[src/rtl/falafel_client_arbiter.sv]
// falafel_client_arbiter: N-client front end for falafel_core.
// Two independent round-robin arbiters merge client alloc and free requests
// into single-entry show-ahead slots that the core pops like FIFOs. The
// issuing client of each granted alloc is queued in an in-order tag FIFO.
// Each core response is routed back to the client at the head of that FIFO
// and held until that client accepts it.
module falafel_client_arbiter #(
  parameter int unsigned NUM_CLIENTS = 4,
  parameter int unsigned DATA_W      = 64,
  parameter int unsigned TAG_DEPTH   = 8
) (
  input  logic                          clk_i,
  input  logic                          rst_i,
  // client request side
  input  logic [NUM_CLIENTS-1:0]        cli_req_val_i,
  input  logic [NUM_CLIENTS-1:0]        cli_req_is_free_i,
  input  logic [NUM_CLIENTS*DATA_W-1:0] cli_req_data_i,
  output logic [NUM_CLIENTS-1:0]        cli_req_rdy_o,
  // client response side
  output logic [NUM_CLIENTS-1:0]        cli_rsp_val_o,
  output logic [DATA_W-1:0]             cli_rsp_data_o,
  input  logic [NUM_CLIENTS-1:0]        cli_rsp_rdy_i,
  // core alloc fifo interface
  output logic                          alloc_fifo_empty_o,
  input  logic                          alloc_fifo_read_i,
  output logic [DATA_W-1:0]             alloc_fifo_dout_o,
  // core free fifo interface
  output logic                          free_fifo_empty_o,
  input  logic                          free_fifo_read_i,
  output logic [DATA_W-1:0]             free_fifo_dout_o,
  // core response fifo interface
  output logic                          resp_fifo_full_o,
  input  logic                          resp_fifo_write_i,
  input  logic [DATA_W-1:0]             resp_fifo_din_i
);

  localparam int unsigned TAG_W = $clog2(NUM_CLIENTS);
  localparam int unsigned PTR_W = $clog2(TAG_DEPTH);
  localparam int unsigned CNT_W = PTR_W + 1;

  // Round-robin pick: first candidate at or after ptr, wrapping.
  // Returns {found, winner index}.
  function automatic logic [TAG_W:0] rr_pick(input logic [NUM_CLIENTS-1:0] cand,
                                             input logic [TAG_W-1:0]       ptr);
    logic             found;
    logic [TAG_W-1:0] win;
    logic [TAG_W-1:0] sel;
    int unsigned      idx;
    found = 1'b0;
    win   = '0;
    for (int unsigned k = 0; k < NUM_CLIENTS; k++) begin
      idx = int'(ptr) + k;
      if (idx >= NUM_CLIENTS) idx = idx - NUM_CLIENTS;
      sel = TAG_W'(idx);
      if (!found && cand[sel]) begin
        found = 1'b1;
        win   = sel;
      end
    end
    return {found, win};
  endfunction

  // Pointer following a winner, modulo NUM_CLIENTS.
  function automatic logic [TAG_W-1:0] rr_next(input logic [TAG_W-1:0] win);
    if (win == TAG_W'(NUM_CLIENTS - 1)) return '0;
    return win + 1'b1;
  endfunction

  // ---------------------------------------------------------------------
  // State
  // ---------------------------------------------------------------------
  logic                alloc_valid_q, alloc_valid_d;
  logic [DATA_W-1:0]   alloc_data_q,  alloc_data_d;
  logic                free_valid_q,  free_valid_d;
  logic [DATA_W-1:0]   free_data_q,   free_data_d;
  logic [TAG_W-1:0]    alloc_rr_q,    alloc_rr_d;
  logic [TAG_W-1:0]    free_rr_q,     free_rr_d;

  logic [TAG_W-1:0]    tag_mem_q [TAG_DEPTH];
  logic [TAG_W-1:0]    tag_mem_d [TAG_DEPTH];
  logic [PTR_W-1:0]    tag_wr_q,  tag_wr_d;
  logic [PTR_W-1:0]    tag_rd_q,  tag_rd_d;
  logic [CNT_W-1:0]    tag_cnt_q, tag_cnt_d;

  logic [NUM_CLIENTS-1:0] rsp_val_q,  rsp_val_d;
  logic [DATA_W-1:0]      rsp_data_q, rsp_data_d;

  // ---------------------------------------------------------------------
  // Combinational control
  // ---------------------------------------------------------------------
  logic [DATA_W-1:0]      req_data [NUM_CLIENTS];
  logic [NUM_CLIENTS-1:0] alloc_cand, free_cand;
  logic [TAG_W:0]         alloc_pick, free_pick;
  logic [TAG_W-1:0]       alloc_win,  free_win;
  logic                   alloc_found, free_found;
  logic                   alloc_open,  free_open;
  logic                   alloc_grant, free_grant;
  logic                   tag_full, tag_empty;
  logic                   rsp_hold, rsp_accept, rsp_done;

  for (genvar g = 0; g < NUM_CLIENTS; g++) begin : g_unpack
    assign req_data[g] = cli_req_data_i[g*DATA_W +: DATA_W];
  end

  assign tag_full   = (tag_cnt_q == CNT_W'(TAG_DEPTH));
  assign tag_empty  = (tag_cnt_q == '0);
  assign rsp_hold   = |rsp_val_q;
  assign rsp_accept = resp_fifo_write_i && !resp_fifo_full_o;
  assign rsp_done   = |(rsp_val_q & cli_rsp_rdy_i);

  // Arbitration for both request types and the resulting per-client accepts.
  always_comb begin
    alloc_cand    = cli_req_val_i & ~cli_req_is_free_i;
    free_cand     = cli_req_val_i &  cli_req_is_free_i;
    alloc_pick    = rr_pick(alloc_cand, alloc_rr_q);
    free_pick     = rr_pick(free_cand,  free_rr_q);
    alloc_found   = alloc_pick[TAG_W];
    alloc_win     = alloc_pick[TAG_W-1:0];
    free_found    = free_pick[TAG_W];
    free_win      = free_pick[TAG_W-1:0];
    alloc_open    = !alloc_valid_q || alloc_fifo_read_i;
    free_open     = !free_valid_q  || free_fifo_read_i;
    alloc_grant   = alloc_found && alloc_open && !tag_full;
    free_grant    = free_found  && free_open;
    cli_req_rdy_o = '0;
    if (alloc_grant) cli_req_rdy_o[alloc_win] = 1'b1;
    if (free_grant)  cli_req_rdy_o[free_win]  = 1'b1;
  end

  // Slot and round-robin pointer updates; a grant on a popped slot refills it.
  always_comb begin
    alloc_valid_d = alloc_valid_q;
    alloc_data_d  = alloc_data_q;
    free_valid_d  = free_valid_q;
    free_data_d   = free_data_q;
    alloc_rr_d    = alloc_rr_q;
    free_rr_d     = free_rr_q;
    if (alloc_grant) begin
      alloc_valid_d = 1'b1;
      alloc_data_d  = req_data[alloc_win];
      alloc_rr_d    = rr_next(alloc_win);
    end else if (alloc_fifo_read_i) begin
      alloc_valid_d = 1'b0;
    end
    if (free_grant) begin
      free_valid_d = 1'b1;
      free_data_d  = req_data[free_win];
      free_rr_d    = rr_next(free_win);
    end else if (free_fifo_read_i) begin
      free_valid_d = 1'b0;
    end
  end

  // Tag FIFO: push the alloc winner, pop when the core response is accepted.
  always_comb begin
    tag_mem_d = tag_mem_q;
    tag_wr_d  = tag_wr_q;
    tag_rd_d  = tag_rd_q;
    tag_cnt_d = tag_cnt_q;
    if (alloc_grant) begin
      tag_mem_d[tag_wr_q] = alloc_win;
      tag_wr_d            = tag_wr_q + 1'b1;
    end
    if (rsp_accept) tag_rd_d = tag_rd_q + 1'b1;
    case ({alloc_grant, rsp_accept})
      2'b10:   tag_cnt_d = tag_cnt_q + 1'b1;
      2'b01:   tag_cnt_d = tag_cnt_q - 1'b1;
      default: tag_cnt_d = tag_cnt_q;
    endcase
  end

  // Response hold: load on accepted write, release after the target handshake.
  always_comb begin
    rsp_val_d  = rsp_val_q;
    rsp_data_d = rsp_data_q;
    if (rsp_accept) begin
      rsp_data_d = resp_fifo_din_i;
      for (int unsigned k = 0; k < NUM_CLIENTS; k++) begin
        rsp_val_d[k] = (tag_mem_q[tag_rd_q] == TAG_W'(k));
      end
    end else if (rsp_done) begin
      rsp_val_d = '0;
    end
  end

  // State registers with asynchronous reset.
  always_ff @(posedge clk_i or posedge rst_i) begin
    if (rst_i) begin
      alloc_valid_q <= 1'b0;
      alloc_data_q  <= '0;
      free_valid_q  <= 1'b0;
      free_data_q   <= '0;
      alloc_rr_q    <= '0;
      free_rr_q     <= '0;
      for (int unsigned k = 0; k < TAG_DEPTH; k++) tag_mem_q[k] <= '0;
      tag_wr_q      <= '0;
      tag_rd_q      <= '0;
      tag_cnt_q     <= '0;
      rsp_val_q     <= '0;
      rsp_data_q    <= '0;
    end else begin
      alloc_valid_q <= alloc_valid_d;
      alloc_data_q  <= alloc_data_d;
      free_valid_q  <= free_valid_d;
      free_data_q   <= free_data_d;
      alloc_rr_q    <= alloc_rr_d;
      free_rr_q     <= free_rr_d;
      tag_mem_q     <= tag_mem_d;
      tag_wr_q      <= tag_wr_d;
      tag_rd_q      <= tag_rd_d;
      tag_cnt_q     <= tag_cnt_d;
      rsp_val_q     <= rsp_val_d;
      rsp_data_q    <= rsp_data_d;
    end
  end

  assign alloc_fifo_empty_o = !alloc_valid_q;
  assign alloc_fifo_dout_o  = alloc_data_q;
  assign free_fifo_empty_o  = !free_valid_q;
  assign free_fifo_dout_o   = free_data_q;
  assign resp_fifo_full_o   = rsp_hold || tag_empty;
  assign cli_rsp_val_o      = rsp_val_q;
  assign cli_rsp_data_o     = rsp_data_q;

endmodule
[config.mk]
export PLATFORM = sky130hd
export DESIGN_NAME = falafel_client_arbiter
export DESIGN_NICKNAME = d
export VERILOG_FILES = /design/src/rtl/falafel_client_arbiter.sv
export SDC_FILE = /design/constraint.sdc
export NUM_CORES = 1
export LEC_CHECK = 0
export BUFFER_PORTS_ARGS = -buffer_cell sky130_fd_sc_hd__buf_2
export CORE_AREA = 2 2 209 211
export DETAILED_ROUTE_END_ITERATION = 12
export DIE_AREA = 0 0 211 213
export GPL_TIMING_DRIVEN = 0
export SYNTH_ARGS = -nofsm -noshare
export SYNTH_HDL_FRONTEND = slang
export SYNTH_SLANG_ARGS = --single-unit
[constraint.sdc]
create_clock -name clk_i -period 10.5 [get_ports clk_i]
set_input_delay 2.625 -clock clk_i [delete_from_list [all_inputs] [get_ports clk_i]]
set_output_delay 2.625 -clock clk_i [all_outputs]
set_load 0.02 [all_outputs]
# Yosys cells after proc, flatten, opt, wreduce, memory -nomap -nowiden
# Cells that the tools add are included.
# totals
elab_cells,188
input_bits,337
regBits,228
out_inout_bits,203
# classes
n_lt_le_gt_ge,25
n_addsub,20
bitwise_logic,9
n_eq_ne,8
mux,73
n_reduce_logical,34
# ops
op,n
$bmux 64 s2,2
$mux 64,4
$mux 2,23
$lt 2x3->1 const B,10
$mux 1,26
$ge 3x3->1 const B,8
$bmux 1 s2,8
$bwmux 16,1
$mux 4,4
$sub 2x1->2 const B,8
$logic_and 1x1->1,13
$add 2x2->3 const B,4
$and 4x4->4,3
$eq 2x2->1 const B,5
$logic_not 1->1,10
$ge 4x4->1 const B,2
$not 3->4,2
$pmux 4 s2,1
$reduce_bool 2->1,4
$reduce_or 4->1,2
$add 2x1->3 const B,2
$add 3x1->3 const B,2
$bmux 2 s3,1
$demux 2 s3,1
other kinds (15),23

# Depth between registers and ports, before layout
# Gate-level depths: netlist of run 1.
# logic_depth
word_depth,21
depth_mapped,14
depth_no_buf,11

# Least setup slack after synthesis of run 1
# OpenSTA, ideal clock, no wires.
# synth_timing
kind,input to output
from,input cli_req_val_i[0]
to,output cli_req_rdy_o[1]
n_path_buf,2
path_slack_ps,3797
stages,8
required_ps,7875
arrival_ps,4078
path_cell_list,nand3_1 > a32o_1 > o311ai_1 > buf_2 > buf_4 > inv_1 > ha_1 > a22o_1
# synth_via
elab_chain_len,20
elab_cells_between_ends,62
classes_between,order compare: 4; mux: 38; bitwise: 3; reduce/logical: 17
# synth_lines
element,line_no,text
start: declaration,15,"input logic [NUM_CLIENTS-1:0] cli_req_val_i,"
$and 4x4->4,113,alloc_cand = cli_req_val_i & ~cli_req_is_free_i;
$bmux 1 s2,55,if (!found && cand[sel]) begin
$mux 1 (implied by the code),55,
$mux 1,55,
$logic_not 1->1,55,
$logic_and 1x1->1,55,
$mux 1,55,
$logic_not 1->1,55,
[4 not listed],-,
$mux 2,55,
$lt 2x3->1 (implied by the code) or $ge 2x1->1 (tied branches),126,if (alloc_grant) cli_req_rdy_o[alloc_win] = 1'b1;
$logic_and 1x1->1 (implied by the code),126,
$mux 1 (implied by the code),126,
$demux 1 s2,126,
$mux 4,126,
$or 4x4->4 (no source line),-,
$mux 4 *,127,if (free_grant) cli_req_rdy_o[free_win] = 1'b1;
end: declaration,18,"output logic [NUM_CLIENTS-1:0] cli_req_rdy_o,"
# Every way passes the cells marked *; elsewhere a longest branch is shown, timed or not. The select of a mux whose other input is x is not followed.

# Worst setup path in the final report of run 1
# layout_timing
from,input cli_req_is_free_i[0]
to,output cli_req_rdy_o[1]
# layout_via
elab_chain_len,21
elab_cells_between_ends,63
classes_between,order compare: 4; mux: 38; bitwise: 4; reduce/logical: 17
# layout_lines
element,line_no,text
start: declaration,16,"input logic [NUM_CLIENTS-1:0] cli_req_is_free_i,"
$not 4->4,113,
$and 4x4->4,113,
$bmux 1 s2,55,
$mux 1 (implied by the code),55,
$mux 1,55,
$logic_not 1->1,55,
$logic_and 1x1->1,55,
$mux 1,55,
[5 not listed],-,
$mux 2,55,
$lt 2x3->1 (implied by the code) or $ge 2x1->1 (tied branches),126,
$logic_and 1x1->1 (implied by the code),126,
$mux 1 (implied by the code),126,
$demux 1 s2,126,
$mux 4,126,
$or 4x4->4 (no source line),-,
$mux 4 *,127,
# Marks and branches as above.

==> impl_metrics.csv, run 1 <==
group,metric,value,unit
logic_synthesis,synth.avg_cell_area,10.8,sq um
hold_path,hold_start,"cli_rsp_data_o[53]",
logic_synthesis,synthSimpleGateAreaFrac,12.4,%
die,initial_core_util,30.2,%
finish,drive_gt1_share,40.5,%
timing,hold_viol_final,0,
place,dp_hpwl,38500,microns
finish,seq_area,5710,sq um
timing,setup_ws,2760,ps
drt,via_count,11893,
die,io_pins,540,
critical_path,cp-end-kind,"output port",
power_and_ir_drop,power_leakage,9.45,nW
global_routing,track_usage,21.4,%
finish,syn_to_final_growth,34.3,%
clock_network,post_cts_buffers,0,
global_routing,grt_overflow,0,
outcome,status,"finished, final reports clean",
place,dp_slack,2540,ps
finish,final_util,40.5,%
finish,final_common_cell,"buf_2",
critical_path,cpMaxStageDelayCell,"o311ai_1",
die,chipHeight,213,microns
logic_synthesis,synth-compound-area-share,13.6,%
critical_path,cp.required,7880,ps
global_routing,antenna_found_initial,8,
timing,period_share,73.7,%
global_routing,grt_use_met3,3.12,%
logic_synthesis,synth-xor-area-share,0.612,%
clock_network,cts_buffer_depth,3,
logic_synthesis,ys_seq_area_share,44.3,%
global_routing,met1_usage,27.7,%
drt,via_per_inst,5.09,
clock_network,ctsResizeCount,0,
global_routing,grt_pass1_wl,73300,microns
drt,drt-initial-drc-count,704,
hold_path,hold_path_depth,2,
die,die_area,44900,sq um
finish,mostFrequentLayoutCells,"565 x buf_2, 349 x nand2_1, 259 x mux2i_1, 228 x dfrtp_1, 68 x o221ai_1",
global_routing,globalRouteMet2Util,36.7,%
clock_network,cts_sinks,228,
timing,setup_violations,0,
clock_network,cts_hold_buf,0,
place,portBuffers,539,
drt,drtAntennaViolNets,0,
critical_path,cp.arrival,5120,ps
global_routing,grt_max_degree,108,
power_and_ir_drop,vdd_ir_drop_max,0.000115,V
logic_synthesis,async_flop_share,100,%
critical_path,reg2reg_from,"tag_cnt_q[1]",
finish,fill_cells,4240,
logic_synthesis,muxShareOfSynthArea,22.5,%
power_and_ir_drop,powerDensity,274,nW/um^2
logic_synthesis,synth-seq-cells,228,
clock_network,clk_pin_slew_worst_paths,60,ps
timing,grt_setup_unrepaired,"no",
finish,nNetsFinal,2112,
logic_synthesis,synth_cells,1191,
critical_path,reg2reg_slack,7300,ps
clock_network,htreeDepth,1,
drt,routed_wirelength,50600,microns
critical_path,start_kind,"primary input",
timing,hold_ws,467,ps
logic_synthesis,synthDistinctLibCells,58,
drt,drcViolationCount,0,
place,gp_congestion,0.888,
clock_network,clkLatencyLatePin,560,ps
logic_synthesis,ys_warn_count,0,
die,fp.dieW,211,microns
drt,drtPass1Iterations,6,
logic_synthesis,synthAdderAreaFrac,1.26,%
die,rows,76,
finish,design_area,17300,sq um
timing,fin_crit,7740,ps
critical_path,crit_path_frequent_cell,"buf_2",
logic_synthesis,synth_edf_count,0,
hold_path,min_to,"cli_rsp_data_o[53]",
critical_path,r2r_end,"tag_cnt_q[2]",
logic_synthesis,synth_top_flop_cell,"dfrtp_1",
critical_path,path_cells,"buf_2 -> nand2_1 -> o311ai_1 -> buf_2 -> buf_4 -> inv_1 -> ha_1 -> a22o_1 -> buf_2",
critical_path,critPathKind,"primary input to output port",
flow_run,cap_violations,0,
place,post_dp_cell_area,16300,sq um
critical_path,r2r.worst_path.cells,14,
hold_path,hp-class,"flip-flop to flip-flop",
timing,worstMarginPinSlew,997,ps
die,core_region_area,42700,sq um
timing,fmax,129,MHz
critical_path,cp_max_fo,11,
critical_path,crit_start,"cli_req_is_free_i[0]",
clock_network,cts_root_buf,"clkbuf_16",
critical_path,slowest_delay,790,ps
logic_synthesis,synth_top_family_by_area,"multiplexers",
finish,multi_input_area,6500,sq um
global_routing,grt_pass1_vias,11838,
drt,wl_per_cell,21.7,microns
clock_network,cts_tree,"yes",
global_routing,busiest_layer,"met2",
timing,fin_worst_skew,15.8,ps
logic_synthesis,postSynthNetCount,1541,
timing,drv_slew,0,
logic_synthesis,synth_area,12900,sq um
clock_network,numCtsBuffers,28,
timing,slew_headroom,33.5,%
## report_power, final
part	switching (W)	total [W]	internal [W]
logic	0.00140	0.00223	0.000823
registers	0.000240	0.00151	0.00127
clock network	0.000399	0.00102	0.000620
## layer usage
metal | part of all wire, % | wire length, microns
met1 | 42 | 21200
met3 | 5.7 | 2900
met2 | 50 | 25400
met5 | 0.051 | 26
met4 | 2.2 | 1100
## Yosys cell counts, drive strengths merged (3+ instances only)
library cell  count  area, sq um
nor2              5         18.8
xnor2             5         43.8
and2              3         18.8
nand2           351         1320
o21ai            10         50.1
a21oi             4         20.0
nor3              3         15.0
clkbuf           40          154
dfrtp           228         5710
buf              53          485
nor2b             6         37.5
inv               8         30.0
mux2i           259         2590
o221ai          128         1500
mux4              4         90.1
ha               13          163
nand2b            5         31.3
nand3             3         15.0
mux2             19          214
a22o              6         52.6
xor2              4         35.0
## critical path: cells and delay by family
kind                     cells  cell delay (ps)
AO/OA/AOI/OAI                2             1000
adder cells (fa/ha/maj)      1              220
AND/OR/NAND/NOR              1              120
buffers and inverters        5             1130
## flip-flops by register name (all words and copies together), names as in the netlist
register / flops
alloc_fifo_dout_o: 64
alloc_rr_q: 2
free_valid_q: 1
cli_rsp_val_o: 4
tag_mem_q: 16
cli_rsp_data_o: 64
free_fifo_dout_o: 64
tag_cnt_q: 4
tag_rd_q: 3
alloc_valid_q: 1
tag_wr_q: 3
free_rr_q: 2
## cells by family (layout without fill, tap and decap cells)
| group | after synthesis | count (layout) |
|---|---|---|
| xor gates and xnor gates | 9 | 9 |
| adders and majority gates | 13 | 13 |
| and+or+nand+nor | 392 | 392 |
| muxes | 282 | 282 |
| other | 0 | 7 |
| buffers and inverters | 102 | 694 |
| AOI/OAI and AO/OA | 165 | 165 |
| DFF | 228 | 228 |
## stage by stage
stage | total power (W) | TNS, ps | cells
after floorplan | 0.00293 | 0 | 1191
after detailed placement | 0.00375 | 0 | 2278
after CTS | 0.00479 | 0 | 2329
after global routing | 0.00503 | 0 | 2335
after global placement | 0.00371 | -365490 | 2276
final | 0.00475 | 0 | 2336
## cell type report
type                       count  area share (%)
multi-input combinational    861            37.5
sequential                   228            33.0
timing repair buffer         541            15.9
clock buffer                  41            4.80
tap                          546            3.95
buffer                        93            3.69
clock inverter                10           0.766
inverter                       9           0.268
antenna                        7           0.101
## worst max-delay path by stage
stage | slack [ps] | to
floorplan | 1630 | alloc_fifo_dout_o[0]
global placement | -1630 | free_fifo_dout_o[15]
detailed placement | 2540 | cli_req_rdy_o[1]
CTS | 2530 | cli_req_rdy_o[1]
global route | 2450 | cli_req_rdy_o[3]
finish | 2760 | cli_req_rdy_o[1]
Note: power is estimated with default switching activity, not from simulation.
==> inputs of run 2 (changes only) <==
Settings changed: ABC_AREA from default to 1, CORE_AREA 2 2 209 211 to 2 2 208 210, DIE_AREA 0 0 211 213 to 0 0 210 212.
Clock period 10.5 ns to 6.55 ns, I/O delays scaled along.
==> run 2 against run 1 <==
Net effect:
- setup slack lost 1800 ps
- highest routed layer unchanged
- largest power group unchanged
- clock power up 53%
- synthesized area grew 18%
- flip-flop and latch count did not move
- global-route usage up 10 points
- final area grew 14%
==> impl_metrics.csv, run 2 <==
group,metric,value,unit
logic_synthesis,synth_top_flop_cell,"dfrtp_1",
global_routing,grt_max_degree,43,
finish,seq_area,5710,sq um
logic_synthesis,synth_area,15200,sq um
die,fp.dieW,210,microns
clock_network,htreeDepth,1,
timing,fin_crit,5540,ps
global_routing,grt_pass1_wl,107000,microns
logic_synthesis,async_flop_share,100,%
timing,worstMarginPinSlew,656,ps
clock_network,clk_pin_slew_worst_paths,60,ps
logic_synthesis,synth.avg_cell_area,6.47,sq um
finish,drive_gt1_share,25.4,%
die,chipHeight,212,microns
die,rows,76,
flow_run,cap_violations,0,
critical_path,start_kind,"primary input",
place,post_dp_cell_area,18700,sq um
timing,tns,0,ps
logic_synthesis,synth_cells,2349,
finish,mostFrequentLayoutCells,"928 x nand2_1, 650 x buf_2, 487 x nand3_1, 284 x inv_1, 228 x dfrtp_1",
logic_synthesis,postSynthNetCount,2699,
finish,fill_cells,4590,
clock_network,cts_buffer_depth,3,
die,core_region_area,42500,sq um
place,dp_hpwl,55800,microns
drt,drt-initial-drc-count,1528,
hold_path,hp-class,"flip-flop to flip-flop",
timing,hold_viol_final,0,
logic_synthesis,yosys-top-cells-count,"928 x nand2_1, 487 x nand3_1, 285 x inv_1",
timing,period_share,84.6,%
timing,fin_worst_skew,18.5,ps
timing,drv_slew,0,
power_and_ir_drop,vdd_ir_drop_max,0.000308,V
power_and_ir_drop,powerDensity,743,nW/um^2
clock_network,cts_root_buf,"clkbuf_16",
logic_synthesis,yosysTopAreaCellShare,37.5,%
drt,wl_per_cell,20.5,microns
drt,drcViolationCount,0,
critical_path,critPathKind,"primary input to output port",
finish,multi_input_area,7500,sq um
logic_synthesis,synth_edf_count,0,
logic_synthesis,synthDistinctLibCells,32,
global_routing,track_usage,31.4,%
logic_synthesis,synth-seq-cells,228,
clock_network,cts_hold_buf,0,
place,portBuffers,539,
power_and_ir_drop,power_leakage,11.6,nW
finish,final_common_cell,"nand2_1",
logic_synthesis,ys_warn_count,0,
clock_network,cts_sinks,228,
timing,grt_setup_unrepaired,"no",
place,gp_congestion,0.925,
drt,via_count,18535,
critical_path,cp.arrival,3900,ps
drt,drtAntennaViolNets,0,
critical_path,cp.required,4910,ps
drt,drtPass1Iterations,7,
timing,fmax,180,MHz
finish,design_area,19700,sq um
clock_network,post_cts_buffers,0,
drt,via_per_inst,5.28,
clock_network,numCtsBuffers,29,
global_routing,grt_pass1_vias,17871,
timing,slew_headroom,56.3,%
logic_synthesis,ys_seq_area_share,37.5,%
die,io_pins,540,
die,die_area,44500,sq um
critical_path,cp_max_fo,11,
finish,nNetsFinal,3275,
logic_synthesis,yosys-top-cells-area,"dfrtp_1 38%, nand2_1 23%, nand3_1 16%",
drt,routed_wirelength,72000,microns
logic_synthesis,synth_most_common_cell,"nand2_1",
critical_path,cp-end-kind,"output port",
clock_network,clkLatencyLatePin,580,ps
logic_synthesis,yosysTopAreaCell,"dfrtp_1",
clock_network,ctsResizeCount,0,
outcome,status,"finished, final reports clean",
timing,setup_violations,0,
critical_path,reg2reg_slack,3180,ps
die,initial_core_util,35.8,%
finish,syn_to_final_growth,29.4,%
global_routing,antenna_found_initial,34,
clock_network,cts_tree,"yes",
global_routing,grt_overflow,0,
[run 2: changes by cell type after synthesis, sizes merged, moves of 128 or more]
cell,before,now
nand4,2,134
o221ai,128,0
inv,8,292
nand3,3,489
mux2i,259,0
nand2,351,934
[run 2: layout make-up]
class,count,area share (%)
multi-input combinational,1655,38.1
sequential,228,29.0
timing repair buffer,545,14.3
inverter,294,5.63
buffer,172,4.54
clock buffer,34,3.83
tap,546,3.47
clock inverter,18,0.814
antenna,21,0.267
[run 2: cell families after synthesis]
| logic type | share of synthesized area, % |
|---|---|
| AO/OA/AOI/OAI | 2.12 |
| adder cells (fa/ha/maj) | 1.07 |
| XOR/XNOR | 0.519 |
| flip-flops | 37.5 |
| buffers and inverters | 13.1 |
| AND/OR/NAND/NOR | 45.6 |
[run 2: final timing paths]
path | startpoint | to | depth (start not counted)
max in group asynchronous | rst_i | free_fifo_dout_o[47] | 4
setup / recovery | cli_req_is_free_i[0] | cli_req_rdy_o[3] | 15
hold reg to reg | free_fifo_dout_o[1] | free_fifo_dout_o[1] | 2
hold / removal | free_fifo_dout_o[1] | free_fifo_dout_o[1] | 2
setup reg to reg | alloc_rr_q[1] | tag_cnt_q[2] | 15
min in group asynchronous | rst_i | cli_rsp_data_o[41] | 2
[run 2: stage by stage]
stage	hold WS (ps)	cells	setup slack, ps	total power (W)	utilization, %
global route	483	3505	791	0.0158	46.2
CTS	476	3492	1000	0.0145	46.2
finish	472	3513	1010	0.0146	46.3
global placement	456	3434	278	0.0128	43.7
detailed placement	460	3440	1010	0.0129	44.0
floorplan	459	2349	1800	0.00939	-
[run 2: critical path: stages]
cell	delay, ps
buf_2	110
inv_1	60
nand3_1	130
nand2_1	130
nand2_1	90
nand2_1	70
nor2_1	40
nor2_1	110
nand2_2	100
nand2_2	230
buf_2	330
inv_1	210
ha_1	250
a22o_1	230
buf_2	170
[run 2: layer usage]
metal  track usage [%]  up-vias  wire, microns
li1                  -     8665              -
met1              37.7     8569          27700
met2              52.8     1069          33700
met3              8.43      204           7330
met4              14.1       28           3050
met5                 0        -            192
[run 2: power by group]
part / leakage [nW] / internal [W] / switching [W]
sequential: 2.78 / 0.00219 / 0.000451
clock: 0.442 / 0.000900 / 0.000658
combinational: 8.42 / 0.00314 / 0.00728
==> inputs of run 3 (changes only) <==
Settings changed: ABC_AREA 1 to 0, CORE_AREA 2 2 208 210 to 2 2 209 211, DIE_AREA 0 0 210 212 to 0 0 211 213.
Clock period 6.55 ns to 5.6 ns, I/O delays scaled along.
==> run 3 against run 2 <==
Net effect:
- wire length is 30% lower
- global-route usage is 9.7 points lower
- first-iteration DRC count is 60% lower
- non-clock buffer count is 79 lower
- final area is 12% lower
- power is 40% lower
- die area is 0.95% higher
- critical endpoint is now cli_req_rdy_o[1]
- highest routed layer unchanged
==> impl_metrics.csv, run 3 (synthesis results as in run 1) <==
group,metric,value,unit
die,rows,76,
clock_network,post_cts_buffers,0,
die,chipHeight,213,microns
global_routing,grt_max_degree,42,
critical_path,endpoint,"cli_req_rdy_o[1]",
timing,fmax,191,MHz
timing,drv_slew,0,
critical_path,cpMaxStageDelayCell,"o311ai_1",
global_routing,antenna_found_initial,8,
critical_path,cp_max_fo,11,
die,die_area,44900,sq um
critical_path,start_kind,"primary input",
drt,via_count,11962,
finish,syn_to_final_growth,34.6,%
global_routing,track_usage,21.7,%
power_and_ir_drop,power_leakage,9.44,nW
place,dp_hpwl,39000,microns
drt,drcViolationCount,0,
die,initial_core_util,30.2,%
critical_path,crit_path_frequent_cell,"buf_2",
timing,setup_violations,0,
power_and_ir_drop,vdd_ir_drop_max,0.000248,V
drt,routed_wirelength,50300,microns
critical_path,path_cells,"buf_2 -> nand2_1 -> o311ai_1 -> buf_2 -> buf_4 -> inv_1 -> ha_1 -> a22o_1 -> buf_2",
hold_path,hp-class,"flip-flop to flip-flop",
critical_path,path_depth,9,
place,portBuffers,539,
global_routing,grt_pass1_vias,12591,
timing,fin_worst_skew,11.6,ps
critical_path,cpLargestDelayFamily,"buffers and inverters",
timing,tns,0,ps
die,core_region_area,42700,sq um
finish,fill_cells,4215,
timing,worstMarginPinSlew,949,ps
drt,drtAntennaViolNets,0,
critical_path,crit_start,"cli_req_is_free_i[0]",
clock_network,cts_root_buf,"clkbuf_16",
finish,seq_area,5710,sq um
outcome,status,"finished, final reports clean",
die,fp.dieW,211,microns
clock_network,ctsResizeCount,0,
critical_path,reg2reg_slack,2340,ps
critical_path,reg2reg_from,"tag_cnt_q[1]",
critical_path,cp-end-kind,"output port",
drt,drt-initial-drc-count,613,
clock_network,cts_tree,"yes",
critical_path,cp.arrival,3850,ps
critical_path,cp.required,4200,ps
timing,hold_ws,466,ps
drt,drtPass1Iterations,5,
clock_network,cts_sinks,228,
critical_path,slowest_delay,790,ps
global_routing,grt_overflow,0,
drt,via_per_inst,5.11,
global_routing,grt_pass1_wl,74700,microns
finish,nNetsFinal,2116,
power_and_ir_drop,powerDensity,510,nW/um^2
die,io_pins,540,
clock_network,clk_pin_slew_worst_paths,60,ps
finish,mostFrequentLayoutCells,"565 x buf_2, 349 x nand2_1, 259 x mux2i_1, 228 x dfrtp_1, 68 x o221ai_1",
timing,fin_crit,5250,ps
clock_network,clkLatencyLatePin,560,ps
place,post_dp_cell_area,16400,sq um
clock_network,cts_hold_buf,0,
drt,wl_per_cell,21.5,microns
flow_run,cap_violations,0,
critical_path,r2r.worst_path.cells,14,
clock_network,cts_buffer_depth,3,
timing,grt_setup_unrepaired,"no",
timing,slew_headroom,35.8,%
finish,final_common_cell,"buf_2",
finish,multi_input_area,6500,sq um
place,gp_congestion,0.881,
critical_path,critPathKind,"primary input to output port",
timing,hold_viol_final,0,
clock_network,numCtsBuffers,28,
finish,drive_gt1_share,40.5,%
clock_network,htreeDepth,1,
critical_path,critPathBufInv,5,
critical_path,r2r_end,"tag_cnt_q[2]",
finish,design_area,17300,sq um
timing,period_share,93.7,%
==> run 3: cell count changes in the layout (fill, tap and decap cells not counted), sizes merged, moves of 96 or more <==
cell    previous run  this run
mux2i              0       259
inv              292         8
nand3            489         3
o221ai             0       128
nand2            934       351
buf              694       598
nand4            134         2
==> run 3: worst min path at each step <==
stage          depth (start not counted)  slack (ps)                 end          startpoint
6_report                               2         470  cli_rsp_data_o[60]  cli_rsp_data_o[60]
5_1_grt                                2         490  cli_rsp_data_o[27]  cli_rsp_data_o[27]
3_3_place_gp                           2         450  cli_rsp_data_o[58]  cli_rsp_data_o[58]
4_1_cts                                2         470  cli_rsp_data_o[10]  cli_rsp_data_o[10]
3_5_place_dp                           2         460  cli_rsp_data_o[10]  cli_rsp_data_o[10]
2_1_floorplan                          1         450       tag_mem_q[10]       tag_mem_q[10]
==> run 3: layer usage <==
metal / vias up / global-route usage [%] / wire length, microns
li1: 5477 / - / -
met1: 5947 / 27.0 / 20700
met2: 447 / 37.6 / 25400
met3: 89 / 3.49 / 2740
met4: 2 / 8.43 / 1480
met5: - / 0 / 13
==> run 3: cell type report <==
class / count / area share, %
multi-input cells: 861 / 37.5
flip-flops and latches: 228 / 32.9
repair buffers: 545 / 16.3
clock buffers: 41 / 4.67
well taps: 546 / 3.94
plain buffers: 93 / 3.69
clock inverters: 8 / 0.635
inverters: 9 / 0.245
diodes: 12 / 0.173
==> run 3: report_power, final <==
| group | total [W] | switching [W] | internal [W] |
|---|---|---|---|
| clock network | 0.00182 | 0.000734 | 0.00109 |
| logic | 0.00418 | 0.00263 | 0.00155 |
| registers | 0.00283 | 0.000457 | 0.00237 |
| total | 0.00884 | 0.00382 | 0.00501 |
==> run 3: worst reg2reg max path, stage by stage, from the launching register on <==
cell and delay, ps:
dfrtp_1 440, or4b_1 540, o41ai_1 160, nor2b_1 90, buf_2 200, inv_2 80
buf_6 180, buf_2 320, ha_1 320, xor2_1 110, ha_1 190, a21oi_1 140
xor2_1 160, nor2_1 60, xor2_1 140
==> run 3: through the flow <==
step | worst slack [ps] | total power (W) | cells | utilization, %
floorplan | 1220 | 0.00549 | 1191 | -
global route | 71.8 | 0.00938 | 2337 | 40.6
CTS | 209 | 0.00893 | 2331 | 40.5
global placement | -531 | 0.00697 | 2276 | 38.1
finish | 354 | 0.00884 | 2343 | 40.6
detailed placement | 211 | 0.00705 | 2282 | 38.4
